$ cat src/rtl/alu_cmd_sequencer.sv
// alu_cmd_sequencer
// Accepts one arithmetic command at a time, steps an external computing unit
// through load/execute, captures its registered outputs and presents them on
// a ready/valid response channel. Also keeps handshake and error statistics.

module alu_cmd_sequencer #(
   parameter int TAG_W     = 4,
   parameter int ERR_CNT_W = 8
) (
   input  logic                 clk,
   input  logic                 rstn,

   input  logic                 cmd_valid,
   output logic                 cmd_ready,
   input  logic [15:0]          cmd_a,
   input  logic [15:0]          cmd_b,
   input  logic [1:0]           cmd_op,
   input  logic                 cmd_cin,
   input  logic                 cmd_bin,
   input  logic [TAG_W-1:0]     cmd_tag,

   output logic [15:0]          d_a,
   output logic [15:0]          d_b,
   output logic [1:0]           op_code,
   output logic                 cin,
   output logic                 bin,
   output logic                 en_a,
   output logic                 en_b,
   output logic                 en_result,

   input  logic [31:0]          alu_result,
   input  logic [15:0]          alu_remainder,
   input  logic                 alu_cout,
   input  logic                 alu_bout,
   input  logic                 alu_overflow,
   input  logic                 alu_error,

   output logic                 rsp_valid,
   input  logic                 rsp_ready,
   output logic [31:0]          rsp_result,
   output logic [15:0]          rsp_remainder,
   output logic [3:0]           rsp_flags,
   output logic [TAG_W-1:0]     rsp_tag,

   output logic [15:0]          cmd_count,
   output logic [ERR_CNT_W-1:0] err_count
);

   localparam logic [2:0] IDLE = 3'd0;
   localparam logic [2:0] LOAD = 3'd1;
   localparam logic [2:0] EXEC = 3'd2;
   localparam logic [2:0] CAPT = 3'd3;
   localparam logic [2:0] RESP = 3'd4;

   logic [2:0]       state;
   logic [2:0]       state_next;
   logic [TAG_W-1:0] tag;
   logic             accept;
   logic             rsp_fire;

   assign cmd_ready = (state == IDLE);
   assign accept    = cmd_valid && cmd_ready;
   assign rsp_fire  = rsp_valid && rsp_ready;

   // Sequence: wait for a command, then one cycle each for load/exec/capture,
   // then hold the response until the consumer takes it.
   always_comb begin
      state_next = state;
      case (state)
         IDLE:    if (cmd_valid) state_next = LOAD;
         LOAD:    state_next = EXEC;
         EXEC:    state_next = CAPT;
         CAPT:    state_next = RESP;
         RESP:    if (rsp_ready) state_next = IDLE;
         default: state_next = IDLE;
      endcase
   end

   // State register; reset aborts whatever command is in flight.
   always_ff @(posedge clk) begin
      if (!rstn) state <= IDLE;
      else       state <= state_next;
   end

   // Operand registers feeding the computing unit, held until the next accept.
   always_ff @(posedge clk) begin
      if (!rstn) begin
         d_a     <= '0;
         d_b     <= '0;
         op_code <= '0;
         cin     <= 1'b0;
         bin     <= 1'b0;
         tag     <= '0;
      end else if (accept) begin
         d_a     <= cmd_a;
         d_b     <= cmd_b;
         op_code <= cmd_op;
         cin     <= cmd_cin;
         bin     <= cmd_bin;
         tag     <= cmd_tag;
      end
   end

   // Registered strobes: operand enables high during LOAD, result enable during EXEC.
   always_ff @(posedge clk) begin
      if (!rstn) begin
         en_a      <= 1'b0;
         en_b      <= 1'b0;
         en_result <= 1'b0;
      end else begin
         en_a      <= accept;
         en_b      <= accept;
         en_result <= (state == LOAD);
      end
   end

   // Response registers: captured once in CAPT, kept after the handshake.
   always_ff @(posedge clk) begin
      if (!rstn) begin
         rsp_valid     <= 1'b0;
         rsp_result    <= '0;
         rsp_remainder <= '0;
         rsp_flags     <= '0;
         rsp_tag       <= '0;
      end else if (state == CAPT) begin
         rsp_valid     <= 1'b1;
         rsp_result    <= alu_result;
         rsp_remainder <= alu_remainder;
         rsp_flags     <= {alu_error, alu_overflow, alu_bout, alu_cout};
         rsp_tag       <= tag;
      end else if (rsp_fire) begin
         rsp_valid     <= 1'b0;
      end
   end

   // Statistics: wrapping handshake counter and saturating error counter.
   always_ff @(posedge clk) begin
      if (!rstn) begin
         cmd_count <= '0;
         err_count <= '0;
      end else begin
         if (rsp_fire)
            cmd_count <= cmd_count + 16'd1;
         if ((state == CAPT) && alu_error && (err_count != '1))
            err_count <= err_count + ERR_CNT_W'(1);
      end
   end

endmodule

$ cat config.mk
export PLATFORM = sky130hd
export DESIGN_NAME = alu_cmd_sequencer
export DESIGN_NICKNAME = d
export VERILOG_FILES = /design/src/rtl/alu_cmd_sequencer.sv
export SDC_FILE = /design/constraint.sdc
export NUM_CORES = 1
export LEC_CHECK = 0
export CAP_MARGIN = 15
export CORE_ASPECT_RATIO = 1.5
export CORE_MARGIN = 2
export CORE_UTILIZATION = 60
export CTS_BUF_LIST = sky130_fd_sc_hd__clkbuf_8
export DETAILED_ROUTE_END_ITERATION = 6
export DONT_BUFFER_PORTS = 1
export PLACE_DENSITY = 0.76
export SYNTH_ARGS = -nofsm -noshare
export SYNTH_HDL_FRONTEND = slang
export SYNTH_SLANG_ARGS = --single-unit
$ cat constraint.sdc
create_clock -name clk -period 1.6 [get_ports clk]
set_input_delay 0.48 -clock clk [delete_from_list [all_inputs] [get_ports clk]]
set_output_delay 0.48 -clock clk [all_outputs]
set_load 0.02 [all_outputs]
==> results of run 1 <==
area by class of cell:
cell class,instances,share of cell area
inverter,2,0.001646
timing repair buffer,36,0.06559
clock inverter,12,0.02468
tap,102,0.02398
clock buffer,19,0.04913
multi-input combinational,402,0.3594
sequential,126,0.4756
synth_stat cells (all sizes together):
cell	n
nor4	5
mux2i	1
nor2b	1
a41o	1
inv	2
nor3b	1
and2	1
nand2	203
a21oi	102
or4	1
buf	17
nor3	7
and3b	1
ha	2
a31oi	1
nand4b	1
nand3	11
or4b	1
nand3b	2
nor2	22
clkbuf	21
a211oi	2
xor2	6
and3	1
o21ai	4
xnor2	9
nand2b	3
nand4	7
o31ai	1
dfxtp	126
and4	4
or3	1
cells in the final DEF (no fill, tap or decap), drive strengths merged, types with 3 or more instances in the layout:
master  instances
o21ai           4
a21oi         102
xor2            6
nor3            7
clkinv          4
nand2b          3
bufinv          3
nor4            5
nand3          11
buf            36
xnor2           9
nand4           7
and4            4
nand2         203
dfxtp         126
clkbuf         19
nor2           22
inv             7
metal layers:
layer / track usage / vias to the layer above / share of wire
met5: 0 / - / 0
met4: 0.1462 / 0 / 0.037
met3: 0.1200 / 40 / 0.098
met2: 0.4255 / 178 / 0.51
met1: 0.2407 / 1794 / 0.35
li1: - / 1906 / -
sequential cells by signal, summed over array words and instances, names as in the netlist, 2 cells and up:
signal and count:
cmd_count 16, d_a 16, d_b 16, err_count 8, op_code 2, rsp_flags 4, rsp_remainder 16, rsp_result 32
rsp_tag 4, state 3, tag 4
per-stage QoR:
stage / setup slack (ns) / instance area (µm²) / std cells / utilization / hold slack, ns
after floorplan: 0.06127 / 4601 / 568 / - / 0.4321
after global placement: 0.1857 / 4896 / 666 / 0.6515 / 0.4365
after detailed placement: 0.1494 / 4896 / 666 / 0.6515 / 0.4466
after CTS: -0.009392 / 5323 / 699 / 0.7083 / 0.1677
after global routing: -0.04492 / 5323 / 699 / 0.7083 / 0.1583
final: 0.01740 / 5323 / 699 / 0.7083 / 0.1859
cells by family (layout without fill, tap and decap cells):
kind of cell	after synthesis	after routing	synth area share
compound gates	111	111	0.1237
xor+xnor	15	15	0.02856
fa+ha+maj	2	2	0.005438
buf+inv	40	69	0.03753
flops	126	126	0.5483
mux	1	1	0.002176
simple gates	273	273	0.2543
where the power goes:
| part | switching (µW) | internal, µW |
|---|---|---|
| logic | 274 | 164 |
| registers | 232 | 3270 |
| clock network | 1110 | 1580 |
what timing repair did:
| action | 4_1_cts | 5_1_grt |
|---|---|---|
| gates resized for setup | 7 | 0 |
| hold endpoints to repair | 0 | 0 |
| pin swaps | 1 | 0 |
| buffers inserted | 3 | 0 |
| setup endpoints to repair | 1 | 1 |
critical path, stage by stage, from the launching register on:
cell	delay, ns
dfxtp_4	0.35
nor3_4	0.20
buf_6	0.14
path summary, 6_finish.rpt:
check	start	to	slack (ns)	depth (start not counted)
hold / removal	cmd_b[3]	d_b[3]	0.19	2
setup / recovery	state[2]	cmd_ready	0.02	2
setup reg to reg	cmd_count[4]	cmd_count[15]	0.10	4
hold reg to reg	tag[3]	rsp_tag[3]	0.46	2
==> results.sh, run 1 <==
export IMPL_cp_required_ns=1.12
export IMPL_vias=3918
export IMPL_antennaDiodeCount=0
export IMPL_yosysTopAreaCellShare=0.5483
export IMPL_area_growth_pct=15.69
export IMPL_synth_seq_cells=126
export IMPL_grt_max_degree=59
export IMPL_fin_skew_ns=0.01083
export IMPL_ant_nets=0
export IMPL_root_buffer="clkbuf_8"
export IMPL_cts_tree="yes"
export IMPL_yosysSeqAreaShare=0.5483
export IMPL_drtIter0Drc=145
export IMPL_peakVddDrop_mv=0.9958
export IMPL_status="completed"
export IMPL_drv_slew=0
export IMPL_wl_per_cell_um=15.32
export IMPL_htreeDepth=4
export IMPL_clock_sinks=126
export IMPL_synth_top_area_cell="dfxtp_1"
export IMPL_synth_area_per_cell_um2=8.100
export IMPL_die_x_um=75.50
export IMPL_die_h_um=111.2
export IMPL_relSlewSlack=0.7290
export IMPL_cts_path_max_buffers=2
export IMPL_clk_latency_ns=0.42
export IMPL_yosys_top_cells_area="dfxtp_1 (55%), nand2_1 (17%), a21oi_1 (11%)"
export IMPL_start_util=0.6122
export IMPL_fin_tns_setup_ns=0
export IMPL_port_buffers=0
export IMPL_core_um2=7515
export IMPL_totalWireLength_um=10710
export IMPL_grt_pass1_vias=3835
export IMPL_period_minus_slack_ns=1.583
export IMPL_min_period_over_period=0.9891
export IMPL_drv_cap=0
export IMPL_rsz0062_at_grt="yes"
export IMPL_n_fill_cell=597
export IMPL_ios=217
export IMPL_cts_reportedPaths_clkPinSlew_ns=0.07
export IMPL_critPathArrivalTime_ns=1.10
export IMPL_ff_latch_area_um2=2531
export IMPL_grt_util_all_layers=0.2534
export IMPL_multi_input_area_um2=1913
export IMPL_grt_pass1_wl_um=16450
export IMPL_finalSetupViolations=0
export IMPL_dieArea_um2=8398
export IMPL_rows=39
export IMPL_cp_start_kind="flip-flop"
export IMPL_worst_hold_path_type="input pin to flip-flop"
export IMPL_crit_fanout=2
export IMPL_nets=683
export IMPL_max_freq_mhz=631.9
export IMPL_gp_congestion=0.8767
export IMPL_cts_hold_fix_buffers=0
export IMPL_antenna_found_initial=0
export IMPL_synthDistinctLibCells=38
export IMPL_finalHoldViolCount=0
export IMPL_syn_nets=666
export IMPL_dpl_hpwl_um=7421
export IMPL_worst_pin_slew_ns=0.4060
export IMPL_cts_made_buffers=17
export IMPL_worstSetupEndpointType="output port"
export IMPL_critical_path_class="flip-flop to output port"
export IMPL_synthCells=568
export IMPL_vias_per_cell=5.605
export IMPL_finalPower_uw=6627
export IMPL_firstDrtPassIters=5
export IMPL_overflow=0
export IMPL_synth_area_um2=4601
export IMPL_p_per_area_nw_per_um2=1245
export IMPL_yosysWarnings=0
export IMPL_drc_errors=0
export IMPL_drive_gt1_frac=0.1189
export IMPL_cellLeakagePower_uw=0.001914
(Power assumes the default switching activity.)
==> inputs of run 2 (changes only) <==
Settings changed: CAP_MARGIN 15 to unset, CTS_BUF_LIST sky130_fd_sc_hd__clkbuf_8 to sky130_fd_sc_hd__clkbuf_2 sky130_fd_sc_hd__clkbuf_4 sky130_fd_sc_hd__clkbuf_8, SKIP_LAST_GASP set to 1.
==> run 2 against run 1 <==
Clock skew hardly changed. Clock-buffer cell count up 6. Worst setup slack better by 0.0028 ns. Sequential cell count stayed put. Final cell count unchanged. Largest power group unchanged. Final area up 0.56%.
==> results.sh, run 2 (synthesized netlist as in run 1, its figures left out) <==
export IMPL_status="completed"
export IMPL_peakVddDrop_mv=1.082
export IMPL_core_um2=7515
export IMPL_cellLeakagePower_uw=0.001910
export IMPL_grt_pass1_wl_um=16470
export IMPL_wl_per_cell_um=15.34
export IMPL_root_buffer="clkbuf_8"
export IMPL_utilization=0.7123
export IMPL_busiest_layer="met2"
export IMPL_rows=39
export IMPL_final_cells=699
export IMPL_die_x_um=75.50
export IMPL_critPathArrivalTime_ns=1.10
export IMPL_vias=3891
export IMPL_port_buffers=0
export IMPL_die_h_um=111.2
export IMPL_path_buf_inv=1
export IMPL_finalPower_uw=6755
export IMPL_htreeDepth=4
export IMPL_cts_tree="yes"
export IMPL_ios=217
export IMPL_vias_per_cell=5.567
export IMPL_grt_util_all_layers=0.2554
export IMPL_largest_register="rsp_result"
export IMPL_grt_max_degree=59
export IMPL_area_growth_pct=16.34
export IMPL_placed_cells=666
export IMPL_holdPathEnd="rsp_result[14]"
export IMPL_crit_reg2reg_capture="cmd_count[15]"
export IMPL_critical_path_class="flip-flop to output port"
export IMPL_cts_path_max_buffers=2
export IMPL_totalWireLength_um=10720
export IMPL_drc_errors=0
export IMPL_cts_reportedPaths_clkPinSlew_ns=0.07
export IMPL_finalHoldViolCount=0
export IMPL_worstSetupEndpointType="output port"
export IMPL_cts_made_buffers=17
export IMPL_p_per_area_nw_per_um2=1262
export IMPL_grt_pass1_vias=3785
export IMPL_worst_hold_path_type="input pin to flip-flop"
export IMPL_drtIter0Drc=159
export IMPL_gp_congestion=0.8767
export IMPL_clock_sinks=126
export IMPL_rr_worst_depth=4
export IMPL_nets=683
export IMPL_crit_chain="nor3_4 -> buf_6"
export IMPL_layout_common_cells="nand2_1 (203), dfxtp_1 (121), a21oi_1 (102)"
export IMPL_slowest_stage="dfxtp_4"
export IMPL_n_fill_cell=595
export IMPL_layout_setup_ws_ns=0.02017
export IMPL_crit_fanout=2
export IMPL_max_stage_delay_ns=0.35
export IMPL_ant_nets=0
export IMPL_dpl_hpwl_um=7421
export IMPL_whs_path_depth=2
export IMPL_largest_register_ffs=32
export IMPL_period_minus_slack_ns=1.580
export IMPL_antenna_found_initial=0
export IMPL_finalSetupViolations=0
export IMPL_dieArea_um2=8398
export IMPL_drive_gt1_frac=0.1340
export IMPL_use_met3=0.1318
export IMPL_r2r_start="cmd_count[4]"
export IMPL_cp_start_kind="flip-flop"
export IMPL_min_period_over_period=0.9874
export IMPL_rsz0062_at_grt="yes"
export IMPL_max_freq_mhz=633.0
export IMPL_firstDrtPassIters=5
export IMPL_fin_skew_ns=0.01111
export IMPL_overflow=0
export IMPL_worst_hold_slack_ns=0.1890
export IMPL_start_util=0.6122
export IMPL_worst_pin_slew_ns=0.4035
export IMPL_worst_path_dominant_cell_family="flip-flops"
export IMPL_antennaDiodeCount=0
export IMPL_globalRouteMet1Util=0.2436
export IMPL_hp_start="alu_result[14]"
export IMPL_pre_cts_ws_ns=0.1494
export IMPL_r2r_slack_ns=0.11
export IMPL_clk_latency_ns=0.42
export IMPL_cp_required_ns=1.12
export IMPL_drv_cap=0
export IMPL_layout_commonest_cell="nand2_1"
export IMPL_drv_slew=0
export IMPL_relSlewSlack=0.7307
export IMPL_grt_util_met2=0.4267
## run 2: power by group
group | switching [µW] | total (µW) | internal (µW) | leakage, µW
combinational | 273 | 437 | 164 | 0.000667
clock | 1100 | 2820 | 1720 | 0.000219
sequential | 231 | 3500 | 3270 | 0.00103
total | 1610 | 6760 | 5150 | 0.00191
## run 2: what timing repair did
action / CTS / global route
setup endpoints to repair: 1 / 4
hold buffers: 0 / 0
setup buffers: 3 / 0
pin swaps: 1 / 0
resized for setup: 7 / 3
## run 2: layer usage
metal / routed length (µm) / part of all wire
met1: 3782 / 0.35
met5: 0 / 0
met4: 402 / 0.037
met3: 1008 / 0.094
met2: 5528 / 0.52
## run 2: stage by stage
step / setup TNS (ns) / instance area (µm²)
5_1_grt: -0.05436 / 5353
2_1_floorplan: 0 / 4601
4_1_cts: -0.01045 / 5345
3_5_place_dp: 0 / 4896
3_3_place_gp: 0 / 4896
6_report: 0 / 5353
## run 2: final cells by class
| type | instances | area [µm²] | share of cell area |
|---|---|---|---|
| tap | 102 | 127.6 | 0.02384 |
| timing repair buffer | 36 | 349.1 | 0.06522 |
| clock inverter | 6 | 108.9 | 0.02034 |
| inverter | 2 | 8.758 | 0.001636 |
| clock buffer | 25 | 306.5 | 0.05727 |
| sequential | 126 | 2534 | 0.4734 |
| multi-input combinational | 402 | 1918 | 0.3583 |
## run 2: how the worst max path moves through the flow
stage                 startpoint       endpoint  cells past startpoint
floorplan           cmd_count[3]   cmd_count[9]                      4
global placement    cmd_count[4]  cmd_count[15]                      4
detailed placement  cmd_count[4]  cmd_count[15]                      4
CTS                     state[2]      cmd_ready                      2
global route            state[2]      cmd_ready                      2
finish                  state[2]      cmd_ready                      2
